[config.mk]
export PLATFORM = sky130hd
export DESIGN_NAME = nibble_serializer
export DESIGN_NICKNAME = d
export VERILOG_FILES = /design/src/rtl/nibble_serializer.sv
export SDC_FILE = /design/constraint.sdc
export NUM_CORES = 1
export LEC_CHECK = 0
export BUFFER_PORTS_ARGS = -buffer_cell sky130_fd_sc_hd__buf_2
export CAP_MARGIN = 30
export CORE_AREA = 2 2 39 41
export DETAILED_ROUTE_END_ITERATION = 8
export DIE_AREA = 0 0 41 43
export PLACE_DENSITY_LB_ADDON = 0.3
export REMOVE_ABC_BUFFERS = 1
export SLEW_MARGIN = 10
export SYNTH_ARGS = -nofsm -noshare
export SYNTH_HDL_FRONTEND = slang
export SYNTH_SLANG_ARGS = --single-unit
export TNS_END_PERCENT = 1
[constraint.sdc]
create_clock -name clk -period 2.1 [get_ports clk]
set_clock_uncertainty 0.1 [all_clocks]
set_input_delay 0.42 -clock clk [delete_from_list [all_inputs] [get_ports clk]]
set_output_delay 0.42 -clock clk [all_outputs]
set_load 0.005 [all_outputs]
[src/rtl/nibble_serializer.sv]
// Parallel-to-serial shifter: first bit one cycle after accept, then one bit per transfer.
// Backpressure: out_ready low freezes all state; in_ready rises only with the last bit's transfer.
module nibble_serializer #(
    parameter int WIDTH     = 4,
    parameter bit MSB_FIRST = 1
) (
    input  logic             clk,
    input  logic             rst,
    input  logic             in_valid,
    output logic             in_ready,
    input  logic [WIDTH-1:0] in_data,
    output logic             out_valid,
    input  logic             out_ready,
    output logic             out_data,
    output logic             out_last,
    output logic             busy
);

    localparam int CW = $clog2(WIDTH);

    typedef enum logic {IDLE, SHIFT} state_t;

    state_t           state;
    logic [WIDTH-1:0] shift_reg;
    logic [WIDTH-1:0] shift_nxt;
    logic [CW-1:0]    cnt;
    logic             accept;
    logic             xfer;

    assign out_valid = (state == SHIFT);
    assign busy      = (state == SHIFT);
    assign out_last  = (state == SHIFT) && (cnt == '0);
    assign out_data  = MSB_FIRST ? shift_reg[WIDTH-1] : shift_reg[0];

    // Zero-bubble handoff: the next word is taken on the same edge the last bit leaves.
    assign in_ready  = !rst && ((state == IDLE) || (out_last && out_ready));
    assign accept    = in_valid && in_ready;
    assign xfer      = out_valid && out_ready;

    always_comb begin
        shift_nxt = '0;
        if (MSB_FIRST)
            shift_nxt = {shift_reg[WIDTH-2:0], 1'b0};
        else
            shift_nxt = {1'b0, shift_reg[WIDTH-1:1]};
    end

    always_ff @(posedge clk or posedge rst) begin
        if (rst) begin
            state     <= IDLE;
            shift_reg <= '0;
            cnt       <= '0;
        end else if (accept) begin
            shift_reg <= in_data;
            cnt       <= CW'(WIDTH - 1);
            state     <= SHIFT;
        end else if (xfer) begin
            shift_reg <= shift_nxt;
            if (cnt == '0)
                state <= IDLE;
            else
                cnt <= cnt - 1'b1;
        end
    end

endmodule

Yosys cells after proc, flatten, opt, wreduce, memory -nomap -nowiden. Index checks and enable logic that the tools add are counted.

Memories: 0. Bits in writable memories: 0. Output and inout bits: 5. Bits of input ports: 8. Flip-flop bits (word level): 7. Memory bits (read-only): 0. Logic and storage cells: 26. Latch bits: 0.

Bitwise operators: 1. Reductions and logical operators: 12. Add/sub/neg operators: 1. Divide/modulo/power cells: 0. Multiply operators: 0. Mux-type cells: 8. $lt $le $gt $ge: 0. Equal/unequal tests: 1. Shift operators: 0.

Operator list (count): two-way mux 4 bit (2); two-way mux 2 bit (3); logical AND 1 bit (5); AND reduction 2 bit (2); nonzero test 2 bit (2); two-way mux 1 bit (3); logical NOT 2 bit (1); != test 2 bit (second input constant) (1); subtractor 2 x 1 -> 2 bit (second input constant) (1); logical NOT 1 bit (1); logical OR 1 bit (1); NOT 1 bit (1).

Longest topological paths before layout.
Depth in word-level cells: 8. Gate-level depth with buffers: 5. Mapped depth without buffers: 5.

Worst setup path after synthesis. Ideal clock, no wire load.

Path kind: reg2reg. Start point: register cnt[0]. End point: register shift_reg[1]. Stages on the path, launching flop included: 6. Data arrival time: 1.311 ns. Buffers on the path: 0. Path slack: 0.564 ns. Required time: 1.875 ns. Library setup time: 0.125 ns. Period minus slack after synthesis: 1.536 ns. Path through: dfrtp_1 > inv_1 > ha_1 > a21boi_2 > nor3b_4 > mux2_2.

Cells in the longest elaborated chain, start to end: 7. Elaborated cells between the ends (all ways): 8. Classes of those cells: 1 x mux; 7 x reduce/logical.

RTL lines: from (decl) (RTL line 26) `logic [CW-1:0] cnt;`; from (signal assigned) (RTL line 55) `cnt <= CW'(WIDTH - 1);`; from (signal assigned) (RTL line 62) `cnt <= cnt - 1'b1;`; logical NOT 2 bit * (RTL line 32) `assign out_last = (state == SHIFT) && (cnt == '0);`; logical AND 1 bit * (RTL line 32); logical AND 1 bit * (RTL line 36) `assign in_ready = !rst && ((state == IDLE) || (out_last && out_ready));`; logical OR 1 bit * (RTL line 36); logical AND 1 bit * (RTL line 36); logical AND 1 bit * (RTL line 37) `assign accept = in_valid && in_ready;`; two-way mux 4 bit / nonzero test 2 bit (equally long branches); to (signal assigned) (RTL line 54) `shift_reg <= in_data;`; to (signal assigned) (RTL line 58) `shift_reg <= shift_nxt;`; to (decl) (RTL line 24) `logic [WIDTH-1:0] shift_reg;`.

Every way passes the cells marked *; elsewhere a longest branch is shown, timed or not. A chain may end at the register's enable or synchronous reset.

Worst setup path after layout.
Start point: register cnt[0]. End point: output port in_ready.

Cells in the longest elaborated chain, start to end: 5.

RTL lines: logical NOT 2 bit (RTL line 32); logical AND 1 bit (RTL line 32); logical AND 1 bit (RTL line 36); logical OR 1 bit (RTL line 36); logical AND 1 bit (RTL line 36); to (decl) (RTL line 10) `output logic in_ready,`.

No other way between the ends.

==> Implementation_results.wiki <==
{| class="wikitable"
! Metric !! Value
|-
| Maximum clock path buffer count || 2
|-
| Number of cells upsized or downsized after cts || 0
|-
| Detail Route Antenna Nets || 0
|-
| Core outline area || around 0.0014 sq mm
|-
| Result of the run || completed
|-
| Yosys top cell by area || sky130_fd_sc_hd__dfrtp_1
|-
| Flip-flop count of the largest register after layout || 4
|-
| Number of max-capacitance violations reported || 0
|-
| Antenna diodes || 0
|-
| Worst min path class || in -> async
|-
| Post-layout min period || 1.77 ns
|-
| Peak supply drop || between 0.4 and 0.5 mV
|-
| Slew Limit Headroom || between 70 and 80%
|-
| Sequential group share of total power || roughly 38%
|-
| Sw Pwr || between 0.15 and 0.2 mW
|-
| Vias after detailed routing || approximately 260
|-
| Measured slew at the worst slew-check pin || 0.337 ns
|-
| Vias per cell || roughly 4.2
|-
| Total of fill cells in the finished design || between 100 and 150
|-
| Final hold slack || between 0.03 and 0.04 ns
|-
| Effective utilization at floorplan || about 27%
|-
| Crit-path max FO || 3
|-
| Internal portion of total power || approximately 0.42 mW
|-
| Worst setup slack for register-to-register paths || ~0.45 ns
|-
| Sequential cell area fraction in the yosys report || approximately 47%
|-
| Area of all sequential standard cells || between 150 and 200 sq um
|-
| Count of input and output buffers || 12
|-
| Setup Viol. Count Final || 0
|-
| Total number of H-tree levels || 1
|-
| Total die area || 0.00176 sq mm
|-
| Placed insts || 59
|-
| CP max-delay cell || sky130_fd_sc_hd__dfrtp_1
|-
| Standard-cell rows || 14
|-
| Area of all placed cells without fillers || between 400 and 500 sq um
|-
| Final Worst Setup Slack || between 0.3 and 0.4 ns
|-
| Post-CTS Setup Inserts || 0
|-
| Aggregate routed wire length || a little under 600 um
|-
| Post-synthesis average cell area || between 10 and 15 sq um
|-
| Total Routing Usage GR || 8.50%
|-
| Static Leak || around 0.25 nW
|-
| Dpl ws || 0.444 ns
|-
| Net switching fraction of the power || 31.3%
|-
| Die boundary height || ~43 um
|-
| Area share of the largest cell type after synthesis || between 40% and 50%
|-
| Count of warnings emitted by yosys || 0
|-
| Design Power || roughly 0.61 mW
|-
| TritonCTS clock tree || yes
|-
| Clock-pin slew on the worst setup and hold paths || 0.05 ns
|-
| Remaining global-route overflow || 0
|-
| Maximum clock rate || approximately 560 MHz
|-
| Final cell count without fillers || 63
|-
| Endpoints failing hold || 0
|-
| CTS Buf Count || 3
|-
| Critical path data required time || approximately 1.6 ns
|-
| Number of instances in the synthesized netlist || 32
|-
| Number of storage elements in the synthesis netlist || 7
|-
| Number of top-level design ports || 13
|-
| Setup repair after global routing missed its margin || no
|-
| Setup crit start kind || flip-flop
|-
| Area used by multi-input combinational logic || about 180 sq um
|-
| Final-stage net count || between 50 and 60
|-
| Arrival @ worst endpoint || 1.25 ns
|-
| Type of the setup path with the least slack || reg -> out
|-
| Floorplan die width || 41 um
|-
| Number of optimization iterations in the first detailed-route pass || 1
|-
| Global-route wire length before repair || approximately 930 um
|-
| Antenna violations before repair || 0
|-
| Total clock sinks || 7
|-
| Util after Layout || around 34%
|-
| Average wire per cell in the routed design || around 9.2 um
|-
| Gp weighted congestion || ~0.64
|-
| Gate power share || about 43%
|-
| DP Wirelength || roughly 460 um
|-
| Power Dens Cells || 1280 mW/mm^2
|-
| Fraction of final layout cells with drive strength greater than 1 || 44.7%
|-
| Path depth of the worst reg2reg path || 5
|-
| Post-cts hold buffer count || 0
|-
| Vias in the first global route || between 200 and 300
|-
| Main area contributors after synthesis || sky130_fd_sc_hd__dfrtp_1 (47%), sky130_fd_sc_hd__mux2_1 (9.0%), sky130_fd_sc_hd__mux2_2 (9.0%)
|-
| Clk Latency, worst-skew pair || about 0.25 ns
|-
| Sum of negative setup slack || 0 ns
|-
| List of cells traversed by the critical path || inv_1 -> ha_1 -> a21boi_2 -> nor2_1 -> buf_2
|-
| Combined area of all synthesized cells || around 380 sq um
|-
| DRT iter0 DRCs || 0
|-
| Largest net degree at the start of global routing || 8
|-
| CTS Root Cell || sky130_fd_sc_hd__clkbuf_4
|-
| Number of pins with negative max-slew slack in the final report || 0
|-
| Share of the cycle needed by the critical path after routing || a little over four fifths
|-
| Clock power frac || around a fifth
|-
| Max stage delay on crit path || about 0.31 ns
|-
| Count of distinct cell types in the synthesized netlist || 17
|-
| DRC violations left || 0
|-
| Post-synthesis to final-layout area growth || 26.2%
|-
| Total placed instance area || 449 sq um
|-
| Crit end category || output pin
|}
-- critical path, delay by kind of cell, from the launching register on --
family                   cells  cell delay (ns)
flip-flops                   1             0.31
AO/OA/AOI/OAI                1             0.23
adder cells (fa/ha/maj)      1             0.22
buffers and inverters        2             0.18
AND/OR/NAND/NOR              1             0.06
-- cell type report --
class / count / share of cell area, %
Timing Repair Buffer: 12 / 12.6
Multi-Input combinational cell: 20 / 37.6
Clock buffer: 4 / 5.53
Inverter: 4 / 3.16
Sequential cell: 7 / 36.8
Tap cell: 16 / 4.21
-- synthesized netlist by cell type --
library cell and n:
sky130_fd_sc_hd__or2_2 1, sky130_fd_sc_hd__mux2_1 3, sky130_fd_sc_hd__xnor2_1 1, sky130_fd_sc_hd__inv_1 4, sky130_fd_sc_hd__a21boi_2 1, sky130_fd_sc_hd__dfrtp_1 7, sky130_fd_sc_hd__nor3b_4 1, sky130_fd_sc_hd__nand2_1 2
sky130_fd_sc_hd__nand2b_1 1, sky130_fd_sc_hd__a211o_1 1, sky130_fd_sc_hd__buf_4 1, sky130_fd_sc_hd__nor2_1 2, sky130_fd_sc_hd__mux2i_1 1, sky130_fd_sc_hd__nand3b_1 1, sky130_fd_sc_hd__and2_1 1, sky130_fd_sc_hd__ha_1 1
sky130_fd_sc_hd__mux2_2 3
-- final timing paths --
path,start,to
worst min register to register,cnt[1]$_DFFE_PP0P_,cnt[1]$_DFFE_PP0P_
worst max-delay path,cnt[0]$_DFFE_PP0P_,in_ready
min in group clk,in_data[1],shift_reg[1]$_DFFE_PP0P_
max in group asynchronous,rst,shift_reg[3]$_DFFE_PP0P_
worst max register to register,cnt[0]$_DFFE_PP0P_,shift_reg[3]$_DFFE_PP0P_
worst min-delay path,rst,cnt[1]$_DFFE_PP0P_
-- power by group through the flow --
stage               sequential [mW]  clock, mW  combinational (mW)
finish                        0.230      0.119               0.260
global route                  0.241      0.140               0.301
CTS                           0.231      0.129               0.264
detailed placement            0.234          0               0.262
global placement              0.232          0               0.262
floorplan                     0.231          0               0.190
-- layer usage --
layer | vias to the layer above | share of wire, % | global-route usage (%) | routed length, um
met3 | 0 | 8.8 | 3.14 | 51
li1 | 134 | - | - | -
met2 | 10 | 45 | 12.2 | 261
met4 | 0 | 0 | 8.00 | 0
met5 | - | 0 | 0 | 0
met1 | 120 | 46 | 8.91 | 264
-- cells in the final DEF, fill, tap and decap left out --
| master | count |
|---|---|
| sky130_fd_sc_hd__nand3b_1 | 1 |
| sky130_fd_sc_hd__inv_1 | 4 |
| sky130_fd_sc_hd__and2_1 | 1 |
| sky130_fd_sc_hd__nand2b_1 | 1 |
| sky130_fd_sc_hd__clkbuf_4 | 3 |
| sky130_fd_sc_hd__nor2_1 | 2 |
| sky130_fd_sc_hd__nor3b_4 | 1 |
| sky130_fd_sc_hd__xnor2_1 | 1 |
| sky130_fd_sc_hd__mux2_1 | 3 |
| sky130_fd_sc_hd__nand2_1 | 2 |
| sky130_fd_sc_hd__ha_1 | 1 |
| sky130_fd_sc_hd__buf_2 | 12 |
| sky130_fd_sc_hd__or2_2 | 1 |
| sky130_fd_sc_hd__a211o_1 | 1 |
| sky130_fd_sc_hd__mux2i_1 | 1 |
| sky130_fd_sc_hd__a21boi_2 | 1 |
| sky130_fd_sc_hd__mux2_2 | 3 |
| sky130_fd_sc_hd__dfrtp_1 | 7 |
| sky130_fd_sc_hd__clkbuf_1 | 1 |
-- logic make-up (layout without fill, tap and decap cells) --
logic type | after synthesis | after routing | share of synthesized area (%)
muxes | 7 | 7 | 20.6
and+or+nand+nor | 9 | 9 | 16.0
buffers and inverters | 5 | 20 | 5.98
xor gates and xnor gates | 1 | 1 | 2.33
adders and majority gates | 1 | 1 | 3.32
DFF | 7 | 7 | 46.5
AOI/OAI and AO/OA | 2 | 2 | 5.32
No activity file was read; power rests on OpenSTA's default activity.
